$ cat config.mk
export PLATFORM = sky130hd
export DESIGN_NAME = sram_port_master_flat
export DESIGN_NICKNAME = d
export VERILOG_FILES = /design/src/rtl/sram_port_master_if.sv /design/src/rtl/sram_port_master.sv /design/src/flat_wrapper.sv
export SDC_FILE = /design/constraint.sdc
export NUM_CORES = 1
export LEC_CHECK = 0
export ABC_AREA = 0
export BUFFER_PORTS_ARGS = -buffer_cell sky130_fd_sc_hd__buf_4
export CORE_UTILIZATION = 48
export DETAILED_ROUTE_END_ITERATION = 16
export PLACE_DENSITY_LB_ADDON = 0.1
export SETUP_SLACK_MARGIN = 0.2
export SYNTH_ARGS = -nofsm -noshare
export SYNTH_HDL_FRONTEND = slang
export SYNTH_SLANG_ARGS = --single-unit
$ cat constraint.sdc
create_clock -name clk_i -period 7 [get_ports clk_i]
set_input_delay 2.1 -clock clk_i [delete_from_list [all_inputs] [get_ports clk_i]]
set_output_delay 2.1 -clock clk_i [all_outputs]
set_load 0.01 [all_outputs]
$ cat src/rtl/sram_port_master_if.sv
// sram_port_master_if: core load/store handshake plus SRAM RW-port signals.
// master = sram_port_master view; slave = requester and SRAM macro view.
interface sram_port_master_if #(parameter int ADDR_WIDTH = 9);
  logic                  req, we, uns, ready, rvalid, err, csb, web;
  logic [1:0]            size;
  logic [31:0]           addr, wdata, rdata, din, dout;
  logic [3:0]            wmask;
  logic [ADDR_WIDTH-1:0] saddr;
  modport master (input req, we, size, uns, addr, wdata, dout,
                  output ready, rvalid, rdata, err, csb, web, wmask, saddr, din);
  modport slave (output req, we, size, uns, addr, wdata, dout,
                 input ready, rvalid, rdata, err, csb, web, wmask, saddr, din);
endinterface

$ cat src/rtl/sram_port_master.sv
// sram_port_master: byte-addressed load/store initiator for one SRAM RW port.
// Optional SRAM_MASTER_ALIGN_CHECK_EN flags misaligned/reserved-size requests with err.
module sram_port_master #(
  parameter int ADDR_WIDTH = 9,
  parameter int NUM_WMASKS = 4
) (
  input logic               clk_i,
  input logic               reset_i,
  sram_port_master_if.master bus
);
  typedef enum logic [1:0] {IDLE, ACCESS, RESP} state_e;
  state_e                state_q, state_d;
  logic                  we_q, we_d, uns_q, uns_d, flag_q, flag_d;
  logic [1:0]            size_q, size_d, off_q, off_d;
  logic                  csb_q, csb_d, web_q, web_d;
  logic [NUM_WMASKS-1:0] wmask_q, wmask_d, lane_mask;
  logic [ADDR_WIDTH-1:0] saddr_q, saddr_d;
  logic [31:0]           din_q, din_d, lane_data, shifted, load_val;
  logic [1:0]            eff_size, eff_off;
  logic                  flag, accept, unused_addr;
  assign unused_addr = ^bus.addr[31:ADDR_WIDTH+2];
  assign accept = state_q == IDLE && bus.req;
`ifdef SRAM_MASTER_ALIGN_CHECK_EN
  assign flag = bus.size == 2'b11 || (bus.size == 2'b01 && bus.addr[0]) ||
                (bus.size == 2'b10 && bus.addr[1:0] != 2'b00);
  assign eff_size = bus.size;
  assign eff_off = bus.addr[1:0];
`else
  // Without the checker, misalignment is silently resolved by clearing low bits.
  assign flag = 1'b0;
  assign eff_size = bus.size == 2'b11 ? 2'b10 : bus.size;
  assign eff_off = eff_size == 2'b10 ? 2'b00 :
                   eff_size == 2'b01 ? {bus.addr[1], 1'b0} : bus.addr[1:0];
`endif
  assign lane_mask = eff_size == 2'b00 ? 4'b0001 << eff_off :
                     eff_size == 2'b01 ? (eff_off[1] ? 4'b1100 : 4'b0011) : 4'b1111;
  assign lane_data = eff_size == 2'b00 ? {4{bus.wdata[7:0]}} :
                     eff_size == 2'b01 ? {2{bus.wdata[15:0]}} : bus.wdata;
  always_ff @(posedge clk_i or negedge reset_i) begin
    if (!reset_i) begin
      state_q <= IDLE;
      we_q    <= 1'b0;
      uns_q   <= 1'b0;
      flag_q  <= 1'b0;
      size_q  <= 2'b00;
      off_q   <= 2'b00;
      csb_q   <= 1'b1;
      web_q   <= 1'b1;
      wmask_q <= '0;
      saddr_q <= '0;
      din_q   <= '0;
    end else begin
      state_q <= state_d;
      we_q    <= we_d;
      uns_q   <= uns_d;
      flag_q  <= flag_d;
      size_q  <= size_d;
      off_q   <= off_d;
      csb_q   <= csb_d;
      web_q   <= web_d;
      wmask_q <= wmask_d;
      saddr_q <= saddr_d;
      din_q   <= din_d;
    end
  end
  always_comb begin
    state_d = state_q == IDLE   ? (bus.req ? (flag ? RESP : ACCESS) : IDLE) :
              state_q == ACCESS ? RESP : IDLE;
  end
  always_comb begin
    we_d    = we_q;
    uns_d   = uns_q;
    flag_d  = flag_q;
    size_d  = size_q;
    off_d   = off_q;
    csb_d   = csb_q;
    web_d   = web_q;
    wmask_d = wmask_q;
    saddr_d = saddr_q;
    din_d   = din_q;
    if (accept) begin
      we_d    = bus.we;
      uns_d   = bus.uns;
      flag_d  = flag;
      size_d  = eff_size;
      off_d   = eff_off;
      csb_d   = flag;
      web_d   = flag | ~bus.we;
      wmask_d = (flag | ~bus.we) ? '0 : lane_mask;
      saddr_d = bus.addr[ADDR_WIDTH+1:2];
      din_d   = lane_data;
    end else if (state_q == ACCESS) begin
      csb_d   = 1'b1;
      web_d   = 1'b1;
      wmask_d = '0;
    end
  end
  always_comb begin
    shifted    = bus.dout >> {off_q, 3'b000};
    load_val   = size_q == 2'b00 ? {{24{~uns_q & shifted[7]}}, shifted[7:0]} :
                 size_q == 2'b01 ? {{16{~uns_q & shifted[15]}}, shifted[15:0]} : shifted;
    bus.ready  = state_q == IDLE;
    bus.rvalid = state_q == RESP;
    bus.rdata  = (state_q == RESP && !we_q && !flag_q) ? load_val : 32'h0;
    bus.err    = state_q == RESP && flag_q;
    bus.csb    = csb_q;
    bus.web    = web_q;
    bus.wmask  = wmask_q;
    bus.saddr  = saddr_q;
    bus.din    = din_q;
  end
endmodule

$ cat src/flat_wrapper.sv
// flat-port wrapper written by rule: the top's interface ports become plain ports
module sram_port_master_flat 
#(
  parameter int ADDR_WIDTH = 9,
  parameter int NUM_WMASKS = 4
)
  (clk_i, reset_i, bus_req, bus_we, bus_size, bus_uns, bus_addr, bus_wdata, bus_dout, bus_ready, bus_rvalid, bus_rdata, bus_err, bus_csb, bus_web, bus_wmask, bus_saddr, bus_din);
  sram_port_master_if #(.ADDR_WIDTH(ADDR_WIDTH)) bus_i ();
  input logic clk_i;
  input logic reset_i;
  input wire logic [$bits(bus_i.req)-1:0] bus_req;
  input wire logic [$bits(bus_i.we)-1:0] bus_we;
  input wire logic [$bits(bus_i.size)-1:0] bus_size;
  input wire logic [$bits(bus_i.uns)-1:0] bus_uns;
  input wire logic [$bits(bus_i.addr)-1:0] bus_addr;
  input wire logic [$bits(bus_i.wdata)-1:0] bus_wdata;
  input wire logic [$bits(bus_i.dout)-1:0] bus_dout;
  output wire logic [$bits(bus_i.ready)-1:0] bus_ready;
  output wire logic [$bits(bus_i.rvalid)-1:0] bus_rvalid;
  output wire logic [$bits(bus_i.rdata)-1:0] bus_rdata;
  output wire logic [$bits(bus_i.err)-1:0] bus_err;
  output wire logic [$bits(bus_i.csb)-1:0] bus_csb;
  output wire logic [$bits(bus_i.web)-1:0] bus_web;
  output wire logic [$bits(bus_i.wmask)-1:0] bus_wmask;
  output wire logic [$bits(bus_i.saddr)-1:0] bus_saddr;
  output wire logic [$bits(bus_i.din)-1:0] bus_din;
  assign bus_i.req = bus_req;
  assign bus_i.we = bus_we;
  assign bus_i.size = bus_size;
  assign bus_i.uns = bus_uns;
  assign bus_i.addr = bus_addr;
  assign bus_i.wdata = bus_wdata;
  assign bus_i.dout = bus_dout;
  assign bus_ready = bus_i.ready;
  assign bus_rvalid = bus_i.rvalid;
  assign bus_rdata = bus_i.rdata;
  assign bus_err = bus_i.err;
  assign bus_csb = bus_i.csb;
  assign bus_web = bus_i.web;
  assign bus_wmask = bus_i.wmask;
  assign bus_saddr = bus_i.saddr;
  assign bus_din = bus_i.din;
  sram_port_master #(.ADDR_WIDTH(ADDR_WIDTH), .NUM_WMASKS(NUM_WMASKS)) u_core (.clk_i(clk_i), .reset_i(reset_i), .bus(bus_i));
endmodule
==> flow_metrics.tcl, run 1 <==
set metrics [dict create \
    synth.avg_cell_area_um2 9.218 \
    ys_top_cells_by_area "dfrtp_1 (42%), nand2_1 (10%), mux2i_1 (10%)" \
    crit_path_max_fanout 16 \
    cap_violations 0 \
    post-route-period-util_pct 84.81 \
    clk_pin_slew_worst_paths_ns 0.10 \
    peakVddDrop_uv 186.5 \
    syn_area_um2 3189 \
    core_area_um2 6386 \
    hold_viol 0 \
    cts_max_path_buffers 2 \
    fin_total_pwr_w 0.001094 \
    cp.arrival_ns 3.84 \
    antennaDiodeCount 0 \
    fp.dieW_um 83.52 \
    drt_pass1_iterations 4 \
    leakagePower_nw 2.266 \
    overflow 0 \
    rrSetupSlack_ns 4.46 \
    crit_type "input port to primary output" \
    powerDensity_nw_per_um2 244.0 \
    io_pins 185 \
    finalCriticalPeriod_ns 5.936 \
    wl_per_cell_um 15.99 \
    numClockSinks 55 \
    die_area_um2 6975 \
    fin_tns_setup_ns 0 \
    initial_core_util_pct 49.94 \
    post_cts_buffers 0 \
    synth_seq_cells 55 \
    wl_met3_um 715 \
    ant_nets 0 \
    root_buffer "clkbuf_8" \
    synthCells 346 \
    drc 0 \
    nets 592 \
    startpoint_type "input port" \
    cts_resized 0 \
    setup_ws_ns 1.064 \
    synth_cell_type_count 40 \
    antenna_found_initial 0 \
    clock_skew_ns 0.01123 \
    cts_tree "done" \
    port-buffer-count 162 \
    max_freq_ghz 0.1685 \
    grt_max_degree 58 \
    maxSlewHeadroom_pct 29.36 \
    holdBufCountCts 0 \
    crit_path_end_kind "primary output" \
    grt_first_pass_wirelength_um 14630 \
    drtIter0Drc 125 \
    setup_viol_count_final 0 \
    yosys_warnings 0 \
    vias_per_cell 5.526 \
    die_y_um 83.52 \
    grt_pass1_vias 2965 \
    wl_um 9069 \
    place_congestion 0.8722 \
    worst_slew_pin_slew_ns 1.060 \
    status "finished, final reports clean" \
    cts_max_level 2 \
    worstSkewPairLatency_ns 0.32 \
    wl_met1_um 4046 \
    wl_met2_um 4112 \
    min_path_type "register to register" \
    dpl.hpwl_um 6557 \
    layout-drive-gt1-share_pct 41.43 \
    syn2layout_area_growth_pct 40.60 \
    slew_viol_final 0 \
    critPathRequiredTime_ns 4.90 \
    rsz0062_at_grt "no" \
    grt_usage_pct 26.02 \
    fp-row-count 29 \
    place_ws_ns 1.074 \
    cts_buffers 5 \
    yosysTopAreaCell "dfrtp_1" \
    synth_nets 449 \
    routed.top_layer "met4" \
    vias 3133 \
    yosys.area.top_type_share_pct 41.58 \
    ys_seq_area_share_pct 43.23 \
]
## cells in the final DEF, fill, tap and decap left out, types with 10 or more instances in the layout
cell type and count:
a211oi_1 14, buf_4 163, dfrtp_1 53, inv_1 10, mux2_2 16, mux2i_1 32, nand2_1 89, nor3_1 10
o21ai_0 29
## stage by stage
| stage | hold slack [ns] | instances | instance area (um^2) | utilization (%) |
|---|---|---|---|---|
| global route | 0.5092 | 567 | 4484 | 70.22 |
| CTS | 0.4892 | 567 | 4484 | 70.22 |
| floorplan | 0.4404 | 346 | 3189 | - |
| global placement | 0.4522 | 559 | 4373 | 68.48 |
| detailed placement | 0.4637 | 559 | 4373 | 68.48 |
| finish | 0.4838 | 567 | 4484 | 70.22 |
## Yosys cell counts
master / n
a22o_1: 2
mux2i_1: 32
dfrtp_1: 53
conb_1: 1
nor3_1: 10
inv_1: 10
o22ai_2: 9
a221oi_1: 8
nand2_1: 89
a211oi_1: 14
a21oi_1: 1
inv_2: 1
clkinv_1: 1
a21boi_1: 1
nand3b_1: 2
nor2b_1: 9
buf_6: 2
nor2_2: 1
nand3_1: 1
a311o_1: 1
mux4_2: 1
mux2_2: 16
o21bai_1: 1
and2b_1: 1
nand2b_1: 3
buf_4: 3
nor2_1: 5
or2_2: 1
buf_1: 3
clkbuf_1: 12
or3_1: 1
or3b_2: 1
o21ai_0: 29
or4b_4: 1
o22ai_1: 8
buf_2: 7
o211a_1: 1
and2_1: 1
or3b_1: 1
dfstp_2: 2
## path summary, 6_finish.rpt
kind	from	endpoint	cells after the start
min	u_core.bus.saddr[6]$_DFFE_PN0P_	u_core.bus.saddr[6]$_DFFE_PN0P_	2
min in group asynchronous	reset_i	u_core.bus.din[19]$_DFFE_PN0P_	1
max	bus_dout[31]	bus_rdata[19]	5
max in group asynchronous	reset_i	u_core.bus.din[30]$_DFFE_PN0P_	1
max reg2reg	u_core.state_q[0]$_DFF_PN0_	u_core.bus.din[30]$_DFFE_PN0P_	3
min reg2reg	u_core.bus.saddr[6]$_DFFE_PN0P_	u_core.bus.saddr[6]$_DFFE_PN0P_	2
## cell families after synthesis
family | count (synthesis) | share of synthesized area [%]
simple gates | 127 | 17.62
compound gates | 75 | 16.95
flops | 55 | 43.23
mux | 49 | 16.40
buf+inv | 39 | 5.688
other cells | 1 | 0.1176
## report_power, final
group          leakage [nW]  internal, W  switching [W]
Sequential            0.679     0.000394      0.0000490
Combinational          1.53     0.000215       0.000222
Clock                0.0558     0.000108       0.000106
Total                  2.27     0.000717       0.000377
## area by class of cell
| type | count | area (um^2) |
|---|---|---|
| multi-input cells | 252 | 1629 |
| repair buffers | 163 | 1224 |
| flip-flops and latches | 55 | 1379 |
| fillers | 537 | 1902 |
| clock inverters | 2 | 38.79 |
| inverters | 12 | 45.04 |
| well taps | 77 | 96.34 |
| clock buffers | 6 | 72.57 |
## flip-flops by register name, summed over array words and instances, names as in the netlist
register          cells
u_core.bus.csb        1
u_core.bus.din       32
u_core.bus.saddr      9
u_core.bus.web        1
u_core.bus.wmask      4
u_core.off_q          2
u_core.size_q         2
u_core.state_q        2
u_core.uns_q          1
u_core.we_q           1
## metal layers
| metal | vias up | GRT usage, % |
|---|---|---|
| met5 | - | 0 |
| met4 | 0 | 7.088 |
| met3 | 20 | 6.924 |
| met2 | 142 | 40.39 |
| met1 | 1477 | 36.17 |
| li1 | 1494 | - |
## worst max-delay path, cell delays in order
cell     delay, ns
buf_4         0.13
mux4_2        0.51
o22ai_2       0.73
o22ai_1       0.18
buf_4         0.18
Power figures use the tool's default switching activity.
==> run 2: changes to the inputs <==
- CORE_UTILIZATION: 48 -> 44
- clock period: 7 -> 5.57 ns (I/O delays scaled with it)
==> flow_metrics.tcl, run 2 (same netlist as run 1, synthesis figures left out) <==
set metrics [dict create \
    setup_ws_ns 0.7667 \
    power_frac_clock_pct 19.9 \
    vias_per_cell 5.143 \
    numClockSinks 55 \
    grt_max_degree 57 \
    min_path_type "register to register" \
    ff_latch_area_um2 1379 \
    port-buffer-count 162 \
    cp_common_cell "buf_4" \
    die_area_um2 7593 \
    max_freq_ghz 0.2082 \
    cts_max_level 2 \
    crit_type "input port to primary output" \
    root_buffer "clkbuf_8" \
    drc 0 \
    grt_first_pass_wirelength_um 13980 \
    rsz0062_at_grt "no" \
    cts_tree "done" \
    cp_num_buf_inv 2 \
    startpoint_type "input port" \
    ant_nets 0 \
    critPathRequiredTime_ns 3.90 \
    path_cells "buf_4, mux4_2, a21boi_1, nor3_1, buf_4" \
    initial_core_util_pct 46.18 \
    wl_met1_um 4004 \
    worstSkewPairLatency_ns 0.31 \
    max_stage_delay_ns 0.53 \
    wl_per_cell_um 15.39 \
    crit_path_end_kind "primary output" \
    clk_pin_slew_worst_paths_ns 0.10 \
    crit_path_max_fanout 8 \
    fp.dieW_um 87.14 \
    layout-drive-gt1-share_pct 41.87 \
    powerDensity_nw_per_um2 304.6 \
    antenna_found_initial 0 \
    place_congestion 0.8811 \
    p_comb_share_pct 39.7 \
    netSwitchingPower_w 0.0004752 \
    leakagePower_nw 2.274 \
    place_ws_ns 0.7763 \
    dpl.hpwl_um 6622 \
    layout_commonest_cell "buf_4" \
    hold_viol 0 \
    multi_input_area_um2 1629 \
    grt_pass1_vias 2823 \
    worst_slew_pin_slew_ns 0.8220 \
    drtIter0Drc 225 \
    num-fill-cells 631 \
    cts_resized 0 \
    grt_usage_pct 23.82 \
    fin_tns_setup_ns 0 \
    antennaDiodeCount 0 \
    maxSlewHeadroom_pct 45.20 \
    post_cts_buffers 0 \
    clock_skew_ns 0.008613 \
    cp.arrival_ns 3.13 \
    holdBufCountCts 0 \
    wl_met2_um 4170 \
    io_pins 185 \
    cpLargestDelayFamily "compound AO/OA/AOI/OAI gates" \
    wl_um 9051 \
    setup_viol_count_final 0 \
    crit_start "bus_dout[31]" \
    finalCriticalPeriod_ns 4.803 \
    placed_cells 580 \
    syn2layout_area_growth_pct 41.94 \
    power_frac_seq_pct 40.4 \
    cp_slowest_cell "a21boi_1" \
    min_from "u_core.bus.saddr[5]$_DFFE_PN0P_" \
    switching_share_pct 34.47 \
    timing.rr.start "u_core.state_q[0]$_DFF_PN0_" \
    fp-row-count 30 \
    cts_max_path_buffers 2 \
    largest_reg_flops 32 \
    wl_met3_um 738 \
    slew_viol_final 0 \
    fin_cells 588 \
    die_y_um 87.14 \
    overflow 0 \
    intPower_w 0.0009035 \
    status "finished, final reports clean" \
    peakVddDrop_uv 204.9 \
    post-route-period-util_pct 86.23 \
    cap_violations 0 \
    layout_common_cells "buf_4 (165), nand2_1 (89), dfrtp_1 (53)" \
    vias 3024 \
    core_area_um2 6907 \
    cts_buffers 5 \
    nets 594 \
    routed.top_layer "met4" \
    drt_pass1_iterations 5 \
]
[run 2: power groups by stage]
stage | Clock, W | Sequential [W] | Combinational (W)
2_1_floorplan | 0 | 0.000592 | 0.000251
5_1_grt | 0.000294 | 0.000571 | 0.000597
4_1_cts | 0.000282 | 0.000558 | 0.000552
3_3_place_gp | 0 | 0.000562 | 0.000541
6_report | 0.000275 | 0.000557 | 0.000547
3_5_place_dp | 0 | 0.000565 | 0.000551
[run 2: path summary, 6_finish.rpt]
| check | to | slack, ns | cells past startpoint |
|---|---|---|---|
| max | bus_rdata[14] | 0.77 | 5 |
| min in group asynchronous | u_core.bus.din[2]$_DFFE_PN0P_ | 1.38 | 1 |
| min reg2reg | u_core.bus.saddr[5]$_DFFE_PN0P_ | 0.48 | 2 |
| min | u_core.bus.saddr[5]$_DFFE_PN0P_ | 0.48 | 2 |
| max reg2reg | u_core.bus.din[31]$_DFFE_PN0P_ | 3.61 | 3 |
| max in group asynchronous | u_core.bus.wmask[0]$_DFFE_PN0P_ | 3.71 | 1 |
[run 2: stage by stage]
stage | utilization, % | power (W) | hold slack, ns | instance area, um^2
6_report | 65.54 | 0.001379 | 0.4845 | 4527
5_1_grt | 65.54 | 0.001462 | 0.5109 | 4527
4_1_cts | 65.54 | 0.001392 | 0.4875 | 4527
3_5_place_dp | 63.88 | 0.001116 | 0.4633 | 4412
3_3_place_gp | 63.88 | 0.001103 | 0.4556 | 4412
2_1_floorplan | - | 0.0008426 | 0.4404 | 3189
[run 2: layout make-up]
| type | instances | share of cell area (%) |
|---|---|---|
| clock buffers | 5 | 1.520 |
| clock inverters | 3 | 1.023 |
| inverters | 12 | 0.9950 |
| multi-input cells | 252 | 35.99 |
| flip-flops and latches | 55 | 30.46 |
| well taps | 96 | 2.653 |
| repair buffers | 165 | 27.36 |
[run 2: layer usage]
metal	up-vias	GRT usage, %
met5	-	0
met4	0	6.408
met3	12	5.592
met2	114	39.08
met1	1405	31.68
li1	1493	-
[run 2: tightest hold or removal path, cell delays in order, from the launching register on]
cell     delay, ns
dfrtp_1       0.35
nand2_1       0.05
nand2_1       0.06
==> run 3: changes to the inputs <==
- CORE_UTILIZATION: 44 -> 40
- clock period: 5.57 -> 4.1 ns (I/O delays scaled with it)
==> flow_metrics.tcl, run 3 (same netlist as run 1, synthesis figures left out) <==
set metrics [dict create \
    antenna_found_initial 0 \
    place_congestion 0.8057 \
    cts_max_level 2 \
    intPower_w 0.001168 \
    cp.arrival_ns 2.63 \
    cts_buffers 5 \
    cp_num_cells 6 \
    whs_ns 0.4841 \
    wl_um 9453 \
    place_ws_ns 0.2448 \
    die_area_um2 8335 \
    fin_area_um2 4513 \
    holdBufCountCts 0 \
    wl_met1_um 4239 \
    ant_nets 0 \
    vias 3056 \
    cap_violations 0 \
    io_pins 185 \
    switching_share_pct 35.43 \
    ff_latch_area_um2 1379 \
    drt_pass1_iterations 4 \
    final_util_pct 58.40 \
    layout-drive-gt1-share_pct 41.99 \
    crit_path_max_fanout 16 \
    slew_viol_final 0 \
    p_comb_share_pct 41.7 \
    power_frac_seq_pct 42.0 \
    post-route-period-util_pct 94.14 \
    core_area_um2 7727 \
    cp_slowest_cell "mux4_2" \
    rsz0062_at_grt "no" \
    max_stage_delay_ns 0.50 \
    grt_pass1_vias 2935 \
    cp_common_cell "buf_4" \
    cts_resized 0 \
    whs_path_depth 2 \
    cts_max_path_buffers 2 \
    routed.top_layer "met4" \
    cpLargestDelayFamily "buffers and inverters" \
    path_cells "buf_4, mux4_2, o22ai_2, buf_4, o22ai_1, buf_4" \
    wl_per_cell_um 15.89 \
    drc 0 \
    numClockSinks 55 \
    grt_max_degree 57 \
    leakagePower_nw 2.266 \
    max_freq_ghz 0.2591 \
    finalCriticalPeriod_ns 3.860 \
    setup_ws_ns 0.2404 \
    layout_common_cells "buf_4 (166), nand2_1 (89), dfrtp_1 (53)" \
    startpoint_type "input port" \
    grt_usage_pct 22.49 \
    syn2layout_area_growth_pct 41.51 \
    nets 595 \
    critPathRequiredTime_ns 2.87 \
    fp-row-count 32 \
    initial_core_util_pct 41.27 \
    maxSlewHeadroom_pct 53.89 \
    power_frac_clock_pct 16.3 \
    min_path_type "register to register" \
    crit_path_end_kind "primary output" \
    cp_num_buf_inv 3 \
    worstRegToRegCells 3 \
    fp.dieW_um 91.30 \
    cts_tree "done" \
    dpl.hpwl_um 6974 \
    die_y_um 91.30 \
    drtIter0Drc 103 \
    num-fill-cells 740 \
    clk_pin_slew_worst_paths_ns 0.09 \
    netSwitchingPower_w 0.0006407 \
    crit_type "input port to primary output" \
    wl_met3_um 707 \
    hold_viol 0 \
    peakVddDrop_uv 289.6 \
    post_cts_buffers 0 \
    antennaDiodeCount 0 \
    worstSkewPairLatency_ns 0.30 \
    clock_skew_ns 0.006050 \
    setup_viol_count_final 0 \
    grt_first_pass_wirelength_um 14930 \
    vias_per_cell 5.136 \
    layout_commonest_cell "buf_4" \
    largest_reg_flops 32 \
    wl_met2_um 4416 \
    postPlaceCellArea_um2 4427 \
    fin_tns_setup_ns 0 \
    overflow 0 \
    worst_slew_pin_slew_ns 0.6917 \
    multi_input_area_um2 1630 \
    status "finished, final reports clean" \
    port-buffer-count 162 \
    root_buffer "clkbuf_8" \
    powerDensity_nw_per_um2 400.7 \
]
==> run 3: cell count changes in the layout (fill, tap and decap cells not counted), sizes merged <==
cell	before	now
inv	12	11
clkbuf	5	6
bufinv	1	0
buf	165	166
clkinv	1	2
==> run 3: worst register-to-register path: cells and delay by family, from the launching register on <==
family,cells,cell delay (ns)
and+or+nand+nor,1,0.51
buffers and inverters,1,0.50
DFF,1,0.44
muxes,1,0.41
==> run 3: cell type report <==
cell class	instances	share of cell area, %
Sequential cell	55	30.55
Timing Repair Buffer	166	27.61
Inverter	12	0.9981
Tap cell	102	2.828
Clock buffer	6	1.608
Multi-Input combinational cell	252	36.12
Clock inverter	2	0.2772
==> run 3: power by group through the flow <==
stage	logic [W]	clock network, W	registers (W)
finish	0.000755	0.000294	0.000760
global route	0.000822	0.000323	0.000777
CTS	0.000761	0.000304	0.000760
detailed placement	0.000759	0	0.000770
global placement	0.000745	0	0.000764
floorplan	0.000341	0	0.000804
==> run 3: routing by layer <==
layer | track usage (%) | vias up
met4 | 4.365 | 0
met2 | 37.69 | 131
met5 | 0 | -
li1 | - | 1496
met3 | 4.941 | 9
met1 | 30.01 | 1420
==> run 3: through the flow <==
step	total power, W	std cells
finish	0.001808	595
global route	0.001922	595
floorplan	0.001145	346
CTS	0.001825	595
detailed placement	0.001529	587
global placement	0.001508	587
==> run 3: worst paths after layout <==
| path | start | endpoint | slack [ns] |
|---|---|---|---|
| max | bus_dout[31] | bus_rdata[18] | 0.24 |
| min | u_core.bus.din[16]$_DFFE_PN0P_ | u_core.bus.din[16]$_DFFE_PN0P_ | 0.48 |
| max reg2reg | u_core.state_q[0]$_DFF_PN0_ | u_core.bus.din[30]$_DFFE_PN0P_ | 2.14 |
| min reg2reg | u_core.bus.din[16]$_DFFE_PN0P_ | u_core.bus.din[16]$_DFFE_PN0P_ | 0.48 |
| max in group asynchronous | reset_i | u_core.off_q[0]$_DFFE_PN0P_ | 2.69 |
| min in group asynchronous | reset_i | u_core.bus.din[24]$_DFFE_PN0P_ | 0.96 |
